[config.mk]
export PLATFORM = sky130hd
export DESIGN_NAME = flush_ctrl
export DESIGN_NICKNAME = d
export VERILOG_FILES = /design/src/rtl/flush_ctrl_pkg.sv /design/src/rtl/flush_ctrl.sv
export SDC_FILE = /design/constraint.sdc
export NUM_CORES = 1
export LEC_CHECK = 0
export CAP_MARGIN = 20
export CORE_UTILIZATION = 42
export CTS_BUF_LIST = sky130_fd_sc_hd__clkbuf_16
export CTS_CLUSTER_DIAMETER = 60
export DETAILED_ROUTE_END_ITERATION = 8
export HOLD_SLACK_MARGIN = 0.06
export MAX_ROUTING_LAYER = met4
export PLACE_DENSITY_LB_ADDON = 0.12
export SLEW_MARGIN = 20
export SYNTH_ARGS = -nofsm -noshare
export SYNTH_HDL_FRONTEND = slang
export SYNTH_SLANG_ARGS = --single-unit
[constraint.sdc]
create_clock -name clk -period 3.99 [get_ports clk]
set_input_delay 0.798 -clock clk [delete_from_list [all_inputs] [get_ports clk]]
set_output_delay 0.798 -clock clk [all_outputs]
set_load 0.01 [all_outputs]
[src/rtl/flush_ctrl_pkg.sv]
// Shared definitions for the pipeline-recovery flush controller.
package flush_ctrl_pkg;

    // Width of the flush-cycle down-counter (covers FLUSH_CYCLES up to 15).
    localparam int unsigned FC_CNT_WD = 4;

    // Encoding 2'd3 is never entered; if it is ever seen, the FSM returns to idle.
    typedef enum logic [1:0] {
        FC_IDLE     = 2'd0,
        FC_FLUSH    = 2'd1,
        FC_REDIRECT = 2'd2
    } fc_state_e;

endpackage

[src/rtl/flush_ctrl.sv]
// Pipeline recovery sequencer: after WB commits an exception or ERTN it holds
// a global flush for FLUSH_CYCLES cycles, then hands the captured target to IF
// over a valid/ready redirect. Interrupt injection is blocked while busy.
module flush_ctrl
    import flush_ctrl_pkg::*;
#(
    parameter int unsigned FLUSH_CYCLES = 2,
    parameter int unsigned INT_WIDTH    = 13
) (
    input  logic                 clk,
    input  logic                 resetn,
    input  logic                 excp_req,
    input  logic                 ertn_req,
    input  logic [31:0]          eentry,
    input  logic [31:0]          era,
    input  logic                 crmd_ie,
    input  logic [INT_WIDTH-1:0] int_vec,
    output logic                 flush_all,
    output logic                 redirect_valid,
    output logic [31:0]          redirect_pc,
    input  logic                 redirect_ready,
    output logic                 int_req,
    output logic                 busy
);

    localparam logic [FC_CNT_WD-1:0] CntLoad = FC_CNT_WD'(FLUSH_CYCLES - 1);
    localparam logic [FC_CNT_WD-1:0] CntOne  = FC_CNT_WD'(1);

    fc_state_e            state_q;
    fc_state_e            state_d;
    logic [FC_CNT_WD-1:0] cnt_q;
    logic                 req;

    assign req = excp_req | ertn_req;

    // Next-state decode; requests outside idle are illegal and ignored.
    always_comb begin
        state_d = state_q;
        case (state_q)
            FC_IDLE:     if (req) state_d = FC_FLUSH;
            FC_FLUSH:    if (cnt_q == '0) state_d = FC_REDIRECT;
            FC_REDIRECT: if (redirect_ready) state_d = FC_IDLE;
            default:     state_d = FC_IDLE;
        endcase
    end

    // FSM state plus outputs registered from the next state, so they line up with it.
    always_ff @(posedge clk or negedge resetn) begin
        if (!resetn) begin
            state_q        <= FC_IDLE;
            flush_all      <= 1'b0;
            redirect_valid <= 1'b0;
            busy           <= 1'b0;
        end else begin
            state_q        <= state_d;
            flush_all      <= (state_d == FC_FLUSH);
            redirect_valid <= (state_d == FC_REDIRECT);
            busy           <= (state_d != FC_IDLE);
        end
    end

    // Target capture, flush counter and interrupt gating.
    always_ff @(posedge clk or negedge resetn) begin
        if (!resetn) begin
            redirect_pc <= '0;
            cnt_q       <= '0;
            int_req     <= 1'b0;
        end else begin
            if (state_q == FC_IDLE && req) begin
                // Exception takes priority over ERTN when both commit together.
                redirect_pc <= excp_req ? eentry : era;
                cnt_q       <= CntLoad;
            end else if (state_q == FC_FLUSH && cnt_q != '0) begin
                cnt_q <= cnt_q - CntOne;
            end
            int_req <= crmd_ie & (|int_vec) & (state_d == FC_IDLE);
        end
    end

endmodule
== After elaboration in Yosys (flattened, before gate mapping) ==
Cells that the tools add are included.

* Add/subtract/negate cells: 1
* Multiply operators: 0
* Divide/modulo/power cells: 0
* Order comparisons: 0
* Equal/unequal tests: 4
* Shift operators: 0
* Multiplexer cells: 7
* Bitwise gates (word level): 3
* Reduce and logical (&&, ||, !) cells: 9

{| class="wikitable"
|+ Operators with widths
! operator !! number
|-
| 2-to-1 mux 32 bit || 1
|-
| OR reduction 13 bit || 1
|-
| 2-to-1 mux 4 bit || 2
|-
| 2-to-1 mux 2 bit || 3
|-
| case mux 2 bit (3 select lines) || 1
|-
| equality test 2 x 1 -> 1 bit, second input constant || 2
|-
| equality test 2 bit, second input constant || 2
|-
| logical NOT 2 bit || 2
|-
| logical NOT 4 bit || 1
|-
| nonzero test 2 bit || 2
|-
| nonzero test 4 bit || 1
|-
| subtractor 4 x 1 -> 4 bit, second input constant || 1
|-
| bitwise AND 1 bit || 2
|-
| logical AND 1 bit || 2
|-
| bitwise OR 1 bit || 1
|}

* Flip-flop bits (word level): 42
* Latch bits: 0
* Bits in writable memories: 0
* ROM bits: 0
* Input port bits: 83
* Output and inout port bits: 36
* Logic and storage cells: 31
* Memories kept: 0

== Depth between registers and ports, before layout ==
Gate-level depths: netlist of the first run.

* Depth after elaboration: 5
* Depth in mapped cells: 6

== Worst setup path before layout of the first run ==
OpenSTA, ideal clock, no wires.

* Path type: input-to-reg
* From: input excp_req
* To: register redirect_pc[16]
* Setup time: 0.129 ns
* Arrival: 1.552 ns
* Slack: 2.309 ns
* Cell stages on the path: 6
* Buffers on the path: 3
* Cells stage by stage: buf_6 > or2_1 > buf_6 > buf_6 > a21oi_2 > a31oi_1

* Word-level cells in the longest chain between the ends: 2
* Elaborated cells on any way between the ends: 3
* Those cells by class: mux (1); bitwise (1); reduce/logical (1)

{| class="wikitable"
|+ Ends and longest elaborated chain
! item !! line !! RTL
|-
| from (decl) || flush_ctrl.sv:12 || <nowiki>input logic excp_req,</nowiki>
|-
| bitwise OR 1 bit || flush_ctrl.sv:34 || <nowiki>assign req = excp_req | ertn_req;</nowiki>
|-
| logical AND 1 bit || flush_ctrl.sv:69 || <nowiki>if (state_q == FC_IDLE && req) begin</nowiki>
|-
| to (signal assigned) || flush_ctrl.sv:71 || <nowiki>redirect_pc <= excp_req ? eentry : era;</nowiki>
|-
| to (decl) || flush_ctrl.sv:20 || <nowiki>output logic [31:0] redirect_pc,</nowiki>
|}

Several ways; a longest one is shown, not always the timed one.
A chain may end at the register's enable or synchronous reset.

== Worst setup path in the final report of the first run ==
* From: input ertn_req
* To: register redirect_pc[5]

* Word-level cells in the longest chain between the ends: 2

{| class="wikitable"
|+ Ends and longest elaborated chain
! item !! line !! RTL
|-
| from (decl) || flush_ctrl.sv:13 || <nowiki>input logic ertn_req,</nowiki>
|-
| bitwise OR 1 bit || flush_ctrl.sv:34 ||
|-
| logical AND 1 bit || flush_ctrl.sv:69 ||
|}

Every way passes these cells.

==> flow_summary.yaml, run 1 <==
status:
  status: "finished, final reports clean"
place:
  place_area_mm2: 0.00332
  dp_slack_ns: 1.18
  io_buffers: 118
  place_congestion: 0.715
  dp_hpwl_um: 4010
setup_path:
  critPathTopFamily: "buffers and inverters"
  slowest_stage: "or2_2"
  cp_cell_sequence: "clkdlybuf4s50_1 -> or2_2 -> buf_4 -> a21oi_1 -> a31oi_1"
  max_stage_delay_ns: 0.80
  crit_cells: 5
  arrival_ns: 2.70
  rr_endpoint: "redirect_pc[12]$_DFFE_PN0P_"
  endpoint: "redirect_pc[5]$_DFFE_PN0P_"
  crit_type: "input pin to flop"
  reg2reg_depth: 4
  crit_required_ns: 4.19
  rr_startpoint: "state_q[0]$_DFF_PN0_"
  critPathLaunchType: "input pin"
  cp-startpoint: "ertn_req"
  regToRegSetupSlack_ns: 1.87
  crit_path_end_kind: "flop"
  critPathBufInv: 2
  critPathMaxFanout: 51
sta:
  hold_viol_final: 0
  rsz0062_at_grt: "false"
  finClkSkew_ns: 0.00210
  finalCriticalPeriod_ns: 2.51
  fin_crit_sh_pct: 62.9
  slew_violations: 0
  setup_tns_ns: 0
  tightest_slew_ns: 1.02
  fmaxAchievable_ghz: 0.399
  setup_viol: 0
  setup_slack_ns: 1.48
  slew_headroom_pct: 32.0
finish:
  syn_to_final_growth_pct: 58.9
  antenna_cells: 0
  layout_commonest_cell: "clkdlybuf4s50_1"
  drive_gt1_share_pct: 10.4
  layout.nets: 390
  final-seq-area_mm2: 0.00105
  finalInstanceArea_mm2: 0.00345
  fill_cells: 382
  multi_input_area_um2: 977
  final_core_util_pct: 71.3
  final_cell_mix: "116 x clkdlybuf4s50_1, 42 x dfrtp_1, 32 x mux2i_1, 32 x a31oi_1, 18 x a21oi_2"
synth:
  synth_warnings: 0
  synth-seq-cells: 42
  syn_area_mm2: 0.00217
  syn-num-nets: 280
  avgSynthCellArea_um2: 11.1
  synthArstFlopShare_pct: 100
  synth_cells: 196
  synth_cell_types: 28
  synth_enable_flop_cells: 0
  synth_seq_area_share_pct: 48.3
  ys.flop_type: "dfrtp_1"
clocking:
  cts_setup_buffers: 0
  h-tree-depth: 2
  numCtsBuffers: 5
  cts_hold_buffers: 0
  clk_pin_slew_ns: 0.06
  cts.sinks: 42
  clock_latency_ns: 0.27
  cts_buffer_depth: 2
  cts_resized: 0
  cts_root_buf: "clkbuf_16"
  cts_tree: "yes"
floorplan:
  die_w_um: 74.0
  row_count: 25
  dieArea_mm2: 0.00547
  initial_core_util_pct: 44.9
  fp.coreArea_mm2: 0.00485
  num_io_pins: 119
  die_h_um: 74.0
worst_hold_path:
  min_path_type: "flop to flop"
pwr:
  power_w: 0.00226
  p_per_area_mw_per_mm2: 654
  peakVddDrop_v: 0.000346
  p_leak_nw: 1.39
route:
  ant_nets: 0
  drtIter0Drc: 76
  first_pass_iters: 4
  wl_um: 5500
  drc: 0
  wl_per_cell_um: 14.7
  avgViaCountPerCell: 5.21
  num_vias: 1949
global_routing:
  grt-ovfl-total: 0
  grt_pass1_wl_um: 8340
  antenna_found_initial: 0
  grt_max_degree: 52
  grt_pass1_vias: 1901
  grt_util_all_layers_pct: 20.8
job:
  drv_cap: 0
## layer usage
metal  track usage [%]  part of all wire, %
met5                 -                    0
met4              5.56                 0.44
met1              21.5                   40
met2              38.1                   51
met3              6.23                  8.0
## cell usage after synthesis (2+ instances only)
cell	count	area share, %
a21oi_1	15	3.5
a21oi_2	18	7.2
a31oi_1	32	9.2
buf_2	9	2.1
buf_6	8	4.1
dfrtp_1	42	48
inv_1	3	0.52
mux2i_1	32	15
nand2_1	3	0.52
nand3_1	2	0.46
nor2_1	4	0.69
nor3_1	4	0.92
nor4_1	2	0.58
o21ai_0	6	1.4
o21ai_1	3	0.69
## worst min-delay path by stage
stage                           startpoint  slack, ns                     endpoint  depth (start not counted)
6_report       redirect_pc[31]$_DFFE_PN0P_       0.54  redirect_pc[31]$_DFFE_PN0P_                          2
5_1_grt         redirect_pc[9]$_DFFE_PN0P_       0.58   redirect_pc[9]$_DFFE_PN0P_                          2
4_1_cts        redirect_pc[31]$_DFFE_PN0P_       0.55  redirect_pc[31]$_DFFE_PN0P_                          2
3_5_place_dp   redirect_pc[31]$_DFFE_PN0P_       0.54  redirect_pc[31]$_DFFE_PN0P_                          2
3_3_place_gp   redirect_pc[31]$_DFFE_PN0P_       0.53  redirect_pc[31]$_DFFE_PN0P_                          2
2_1_floorplan                       resetn       0.50               busy$_DFF_PN0_                          0
## cell families after synthesis
family / count (synthesis) / share of synthesized area, %
buf+inv: 21 / 7.08
flops: 42 / 48.3
compound gates: 78 / 23.6
fa+ha+maj: 1 / 0.575
simple gates: 22 / 5.70
mux: 32 / 14.7
## registers in the layout, summed over array words and instances (netlist names)
register,cells
redirect_pc,32
int_req,1
flush_all,1
state_q,2
cnt_q,4
busy,1
redirect_valid,1
## final cells by class
class | count | share of cell area, %
clock buffer | 5 | 3.62
timing repair buffer | 121 | 34.6
clock inverter | 3 | 0.362
multi-input combinational | 133 | 28.3
sequential | 42 | 30.4
tap | 67 | 2.43
inverter | 3 | 0.326
## worst min-delay path, stage by stage, from the launching register on
cell and delay [ns]:
dfrtp_1 0.34, a21oi_1 0.04, a31oi_1 0.12
## metrics by stage
step                      cells  hold WS (ns)
after detailed placement    366         0.536
final                       374         0.542
after global placement      366         0.530
after global routing        374         0.582
after floorplan             196         0.502
after CTS                   374         0.550
## power by group
group / total, W / switching [W] / internal, W
clock network: 0.000373 / 0.000148 / 0.000226
logic: 0.00111 / 0.000525 / 0.000583
registers: 0.000779 / 0.000147 / 0.000633
total: 0.00226 / 0.000819 / 0.00144
Power figures use the tool's default switching activity.
==> inputs of run 2 (changes only) <==
--- a/config.mk
+++ b/config.mk
@@ -6,7 +6,7 @@
 export NUM_CORES = 1
 export LEC_CHECK = 0
 export CAP_MARGIN = 20
-export CORE_UTILIZATION = 42
+export CORE_UTILIZATION = 39
 export CTS_BUF_LIST = sky130_fd_sc_hd__clkbuf_16
 export CTS_CLUSTER_DIAMETER = 60
 export DETAILED_ROUTE_END_ITERATION = 8
==> constraint.sdc (replaced) <==
create_clock -name clk -period 2.4 [get_ports clk]
set_input_delay 0.48 -clock clk [delete_from_list [all_inputs] [get_ports clk]]
set_output_delay 0.48 -clock clk [all_outputs]
set_load 0.01 [all_outputs]
==> flow_summary.yaml, run 2 (synthesized netlist as in run 1, its figures left out) <==
sta:
  finClkSkew_ns: 0.00296
  setup_viol: 0
  slew_violations: 0
  fmaxAchievable_ghz: 0.590
  fin_crit_sh_pct: 70.7
  rsz0062_at_grt: "false"
  setup_tns_ns: 0
  slew_headroom_pct: 68.0
  hold_viol_final: 0
  finalCriticalPeriod_ns: 1.70
  tightest_slew_ns: 0.476
  whs_ns: 0.161
route:
  route.met3.wl_um: 447
  wl_um: 5180
  wl_per_cell_um: 13.7
  first_pass_iters: 4
  drtIter0Drc: 80
  wl_met2_um: 2330
  met1Wirelength_um: 2360
  highest_layer: "met4"
  drc: 0
  avgViaCountPerCell: 5.10
  num_vias: 1928
  ant_nets: 0
setup_path:
  endpoint: "redirect_pc[24]"
  critPathBufInv: 1
  rr_endpoint: "cnt_q[0]$_DFFE_PN0P_"
  crit_required_ns: 1.92
  cp-startpoint: "redirect_pc[24]$_DFFE_PN0P_"
  slowest_stage: "clkdlybuf4s50_1"
  crit_cells: 1
  reg2reg_depth: 5
  critPathLaunchType: "flop"
  max_stage_delay_ns: 0.56
  arrival_ns: 1.22
  rr_startpoint: "cnt_q[0]$_DFFE_PN0P_"
  critPathMaxFanout: 2
  regToRegSetupSlack_ns: 0.92
  cp_cell_sequence: "clkdlybuf4s50_1"
  critPathTopFamily: "buffers and inverters"
  crit_type: "flop to output port"
  crit_path_end_kind: "output port"
place:
  dp_hpwl_um: 3800
  place_congestion: 0.781
  io_buffers: 118
  dp.cells: 372
clocking:
  cts_resized: 0
  cts_root_buf: "clkbuf_16"
  cts_setup_buffers: 0
  numCtsBuffers: 5
  h-tree-depth: 2
  cts_hold_buffers: 0
  clock_latency_ns: 0.28
  cts_tree: "yes"
  clk_pin_slew_ns: 0.06
  cts_buffer_depth: 2
  cts.sinks: 42
finish:
  layout.nets: 393
  drive_gt1_share_pct: 11.0
  largest_register_ff_count: 32
  antenna_cells: 0
  final_cell_mix: "116 x clkdlybuf4s50_1, 42 x dfrtp_1, 32 x mux2i_1, 32 x a31oi_1, 18 x a21oi_2"
  regMostFlops: "redirect_pc"
  layout_commonest_cell: "clkdlybuf4s50_1"
  final_cells: 378
  top_regs: "redirect_pc x32, cnt_q x4, state_q x2"
  fill_cells: 430
  syn_to_final_growth_pct: 61.4
floorplan:
  fp.coreArea_mm2: 0.00524
  die_h_um: 76.7
  die_w_um: 76.7
  initial_core_util_pct: 41.5
  num_io_pins: 119
  row_count: 26
  dieArea_mm2: 0.00588
job:
  drv_cap: 0
pwr:
  peakVddDrop_v: 0.000698
  p_per_area_mw_per_mm2: 1090
  power_w: 0.00381
  p_leak_nw: 1.41
global_routing:
  grt_pass1_vias: 1761
  antenna_found_initial: 0
  grt_util_all_layers_pct: 18.8
  grt-ovfl-total: 0
  grt_max_degree: 43
  grt_pass1_wl_um: 8440
status:
  status: "finished, final reports clean"
worst_hold_path:
  min_path_type: "input pin to async pin"
run 2: changes by cell type in the layout (fill, tap and decap cells not counted), sizes merged:
cell	before	now
inv	4	3
buf	5	8
clkinv	2	1
run 2: area by class of cell:
class                      count  area [µm²]  share of cell area [%]
clock inverter                 1        3.75                   0.107
sequential                    42        1050                    29.9
inverter                       3        11.3                   0.321
clock buffer                   5         125                    3.57
multi-input combinational    133         977                    27.8
timing repair buffer         124        1250                    35.7
tap                           70        87.6                    2.50
run 2: power by group:
part	switching [W]	internal, W
Sequential	0.000245	0.00105
Combinational	0.000866	0.00104
Clock	0.000238	0.000369
Total	0.00135	0.00246
run 2: worst min path at each step:
stage	from	cells after the start	slack, ns	end
final	resetn	2	0.16	redirect_pc[22]$_DFFE_PN0P_
after global routing	resetn	2	0.19	redirect_pc[22]$_DFFE_PN0P_
after CTS	resetn	2	0.17	redirect_pc[16]$_DFFE_PN0P_
after detailed placement	resetn	2	0.47	redirect_pc[16]$_DFFE_PN0P_
after global placement	resetn	2	0.47	redirect_pc[16]$_DFFE_PN0P_
after floorplan	resetn	0	0.18	busy$_DFF_PN0_
run 2: metrics by stage:
stage | area, µm² | setup slack (ns) | utilization, %
floorplan | 2170 | 1.04 | -
global placement | 3380 | 0.569 | 64.5
detailed placement | 3380 | 0.535 | 64.5
CTS | 3510 | 0.690 | 67.0
global route | 3510 | 0.662 | 67.0
finish | 3510 | 0.704 | 67.0
run 2: routing by layer:
layer | vias up | track usage (%)
met5 | - | -
met4 | 0 | 5.96
met3 | 4 | 6.67
met2 | 88 | 28.3
met1 | 870 | 23.6
li1 | 966 | -
==> inputs of run 3 (changes only) <==
==> constraint.sdc (replaced) <==
create_clock -name clk -period 1.6 [get_ports clk]
set_input_delay 0.32 -clock clk [delete_from_list [all_inputs] [get_ports clk]]
set_output_delay 0.32 -clock clk [all_outputs]
set_load 0.01 [all_outputs]
==> flow_summary.yaml, run 3 (synthesized netlist as in run 1, its figures left out) <==
setup_path:
  cp_cell_sequence: "clkdlybuf4s50_1"
  slowest_stage: "clkdlybuf4s50_1"
  crit_type: "flop to output port"
  max_stage_delay_ns: 0.55
  arrival_ns: 1.20
  critPathMaxFanout: 2
  critPathTopFamily: "buffers and inverters"
  reg2reg_depth: 5
  crit_required_ns: 1.28
  crit_cells: 1
  critPathLaunchType: "flop"
  crit_path_end_kind: "output port"
  critPathBufInv: 1
sta:
  finClkSkew_ns: 0.00333
  rsz0062_at_grt: "false"
  slew_violations: 0
  hold_viol_final: 0
  fin_crit_sh_pct: 95.3
  finalCriticalPeriod_ns: 1.52
  slew_headroom_pct: 66.5
  setup_viol: 0
  tightest_slew_ns: 0.503
  fmaxAchievable_ghz: 0.656
job:
  drv_cap: 0
global_routing:
  grt-ovfl-total: 0
  antenna_found_initial: 0
  grt_max_degree: 35
  grt_pass1_vias: 1833
  grt_pass1_wl_um: 8720
  grt_util_all_layers_pct: 18.9
finish:
  finalInstanceArea_mm2: 0.00358
  largest_register_ff_count: 32
  top_regs: "redirect_pc x32, cnt_q x4, state_q x2"
  final_core_util_pct: 68.4
  syn_to_final_growth_pct: 64.7
  layout.nets: 396
  drive_gt1_share_pct: 11.8
  regMostFlops: "redirect_pc"
  antenna_cells: 0
  final_cell_mix: "116 x clkdlybuf4s50_1, 42 x dfrtp_1, 32 x mux2i_1, 32 x a31oi_1, 18 x a21oi_2"
  layout_commonest_cell: "clkdlybuf4s50_1"
route:
  avgViaCountPerCell: 5.16
  drc: 0
  num_vias: 1977
  ant_nets: 0
  wl_per_cell_um: 13.6
  first_pass_iters: 4
  drtIter0Drc: 55
  wl_um: 5200
clocking:
  cts_tree: "yes"
  cts_buffer_depth: 2
  h-tree-depth: 2
  cts_hold_buffers: 1
  numCtsBuffers: 5
  clk_pin_slew_ns: 0.06
  cts.sinks: 42
  cts_resized: 0
  cts_root_buf: "clkbuf_16"
  clock_latency_ns: 0.28
  cts_setup_buffers: 0
worst_hold_path:
  worstHoldPathCells: 2
  min_path_type: "flop to flop"
floorplan:
  row_count: 26
  num_io_pins: 119
  initial_core_util_pct: 41.5
  die_w_um: 76.7
  dieArea_mm2: 0.00588
  die_h_um: 76.7
  fp.coreArea_mm2: 0.00524
pwr:
  power_w: 0.00574
  p_per_area_mw_per_mm2: 1600
  peakVddDrop_v: 0.00110
  p_leak_nw: 1.45
place:
  place_area_mm2: 0.00343
  io_buffers: 118
  dp_hpwl_um: 3930
  place_congestion: 0.765
status:
  status: "finished, final reports clean"
## run 3: cell count changes in the layout (fill, tap and decap cells not counted)
cell           before  now
buf_4               3    2
buf_12              3    6
clkinv_2            0    1
inv_1               3    4
dlygate4sd3_1       0    1
## run 3: worst min-delay path: cells and delay by family, from the launching register on
| family | cells | cell delay, ns |
|---|---|---|
| AO/OA/AOI/OAI | 2 | 0.16 |
| flip-flops | 1 | 0.33 |
## run 3: area by class of cell
cell class	count	area, µm²
clock buffer	5	125
sequential	42	1050
clock inverter	3	12.5
inverter	3	11.3
multi-input combinational	133	977
fill	421	1660
tap	70	87.6
timing repair buffer	127	1320
## run 3: stage by stage
step	hold WS (ns)	worst slack [ns]	instances	setup TNS, ns
finish	0.539	0.0759	383	0
global route	0.570	0.0236	383	0
CTS	0.548	0.0626	383	0
detailed placement	0.314	-0.0342	374	-0.232
global placement	0.309	0.00980	374	0
floorplan	0.0244	0.279	196	0
## run 3: layer usage
metal | wire (µm) | global-route usage [%]
met1 | 2320 | 23.9
met2 | 2380 | 30.3
met3 | 431 | 4.52
met4 | 61 | 4.81
met5 | 0 | -
## run 3: worst paths after layout
path                                                   from                     endpoint  slack [ns]
worst max-delay path            redirect_pc[25]$_DFFE_PN0P_              redirect_pc[25]        0.08
worst min-delay path             redirect_pc[4]$_DFFE_PN0P_   redirect_pc[4]$_DFFE_PN0P_        0.54
worst max register to register         cnt_q[0]$_DFFE_PN0P_         cnt_q[0]$_DFFE_PN0P_        0.16
worst min register to register   redirect_pc[4]$_DFFE_PN0P_   redirect_pc[4]$_DFFE_PN0P_        0.54
max in group asynchronous                            resetn          flush_all$_DFF_PN0_        0.56
min in group asynchronous                            resetn  redirect_pc[16]$_DFFE_PN0P_        0.55
## run 3: power breakdown
group | internal (W) | switching [W]
logic | 0.00158 | 0.00130
registers | 0.00158 | 0.000367
clock network | 0.000563 | 0.000361
total | 0.00372 | 0.00202
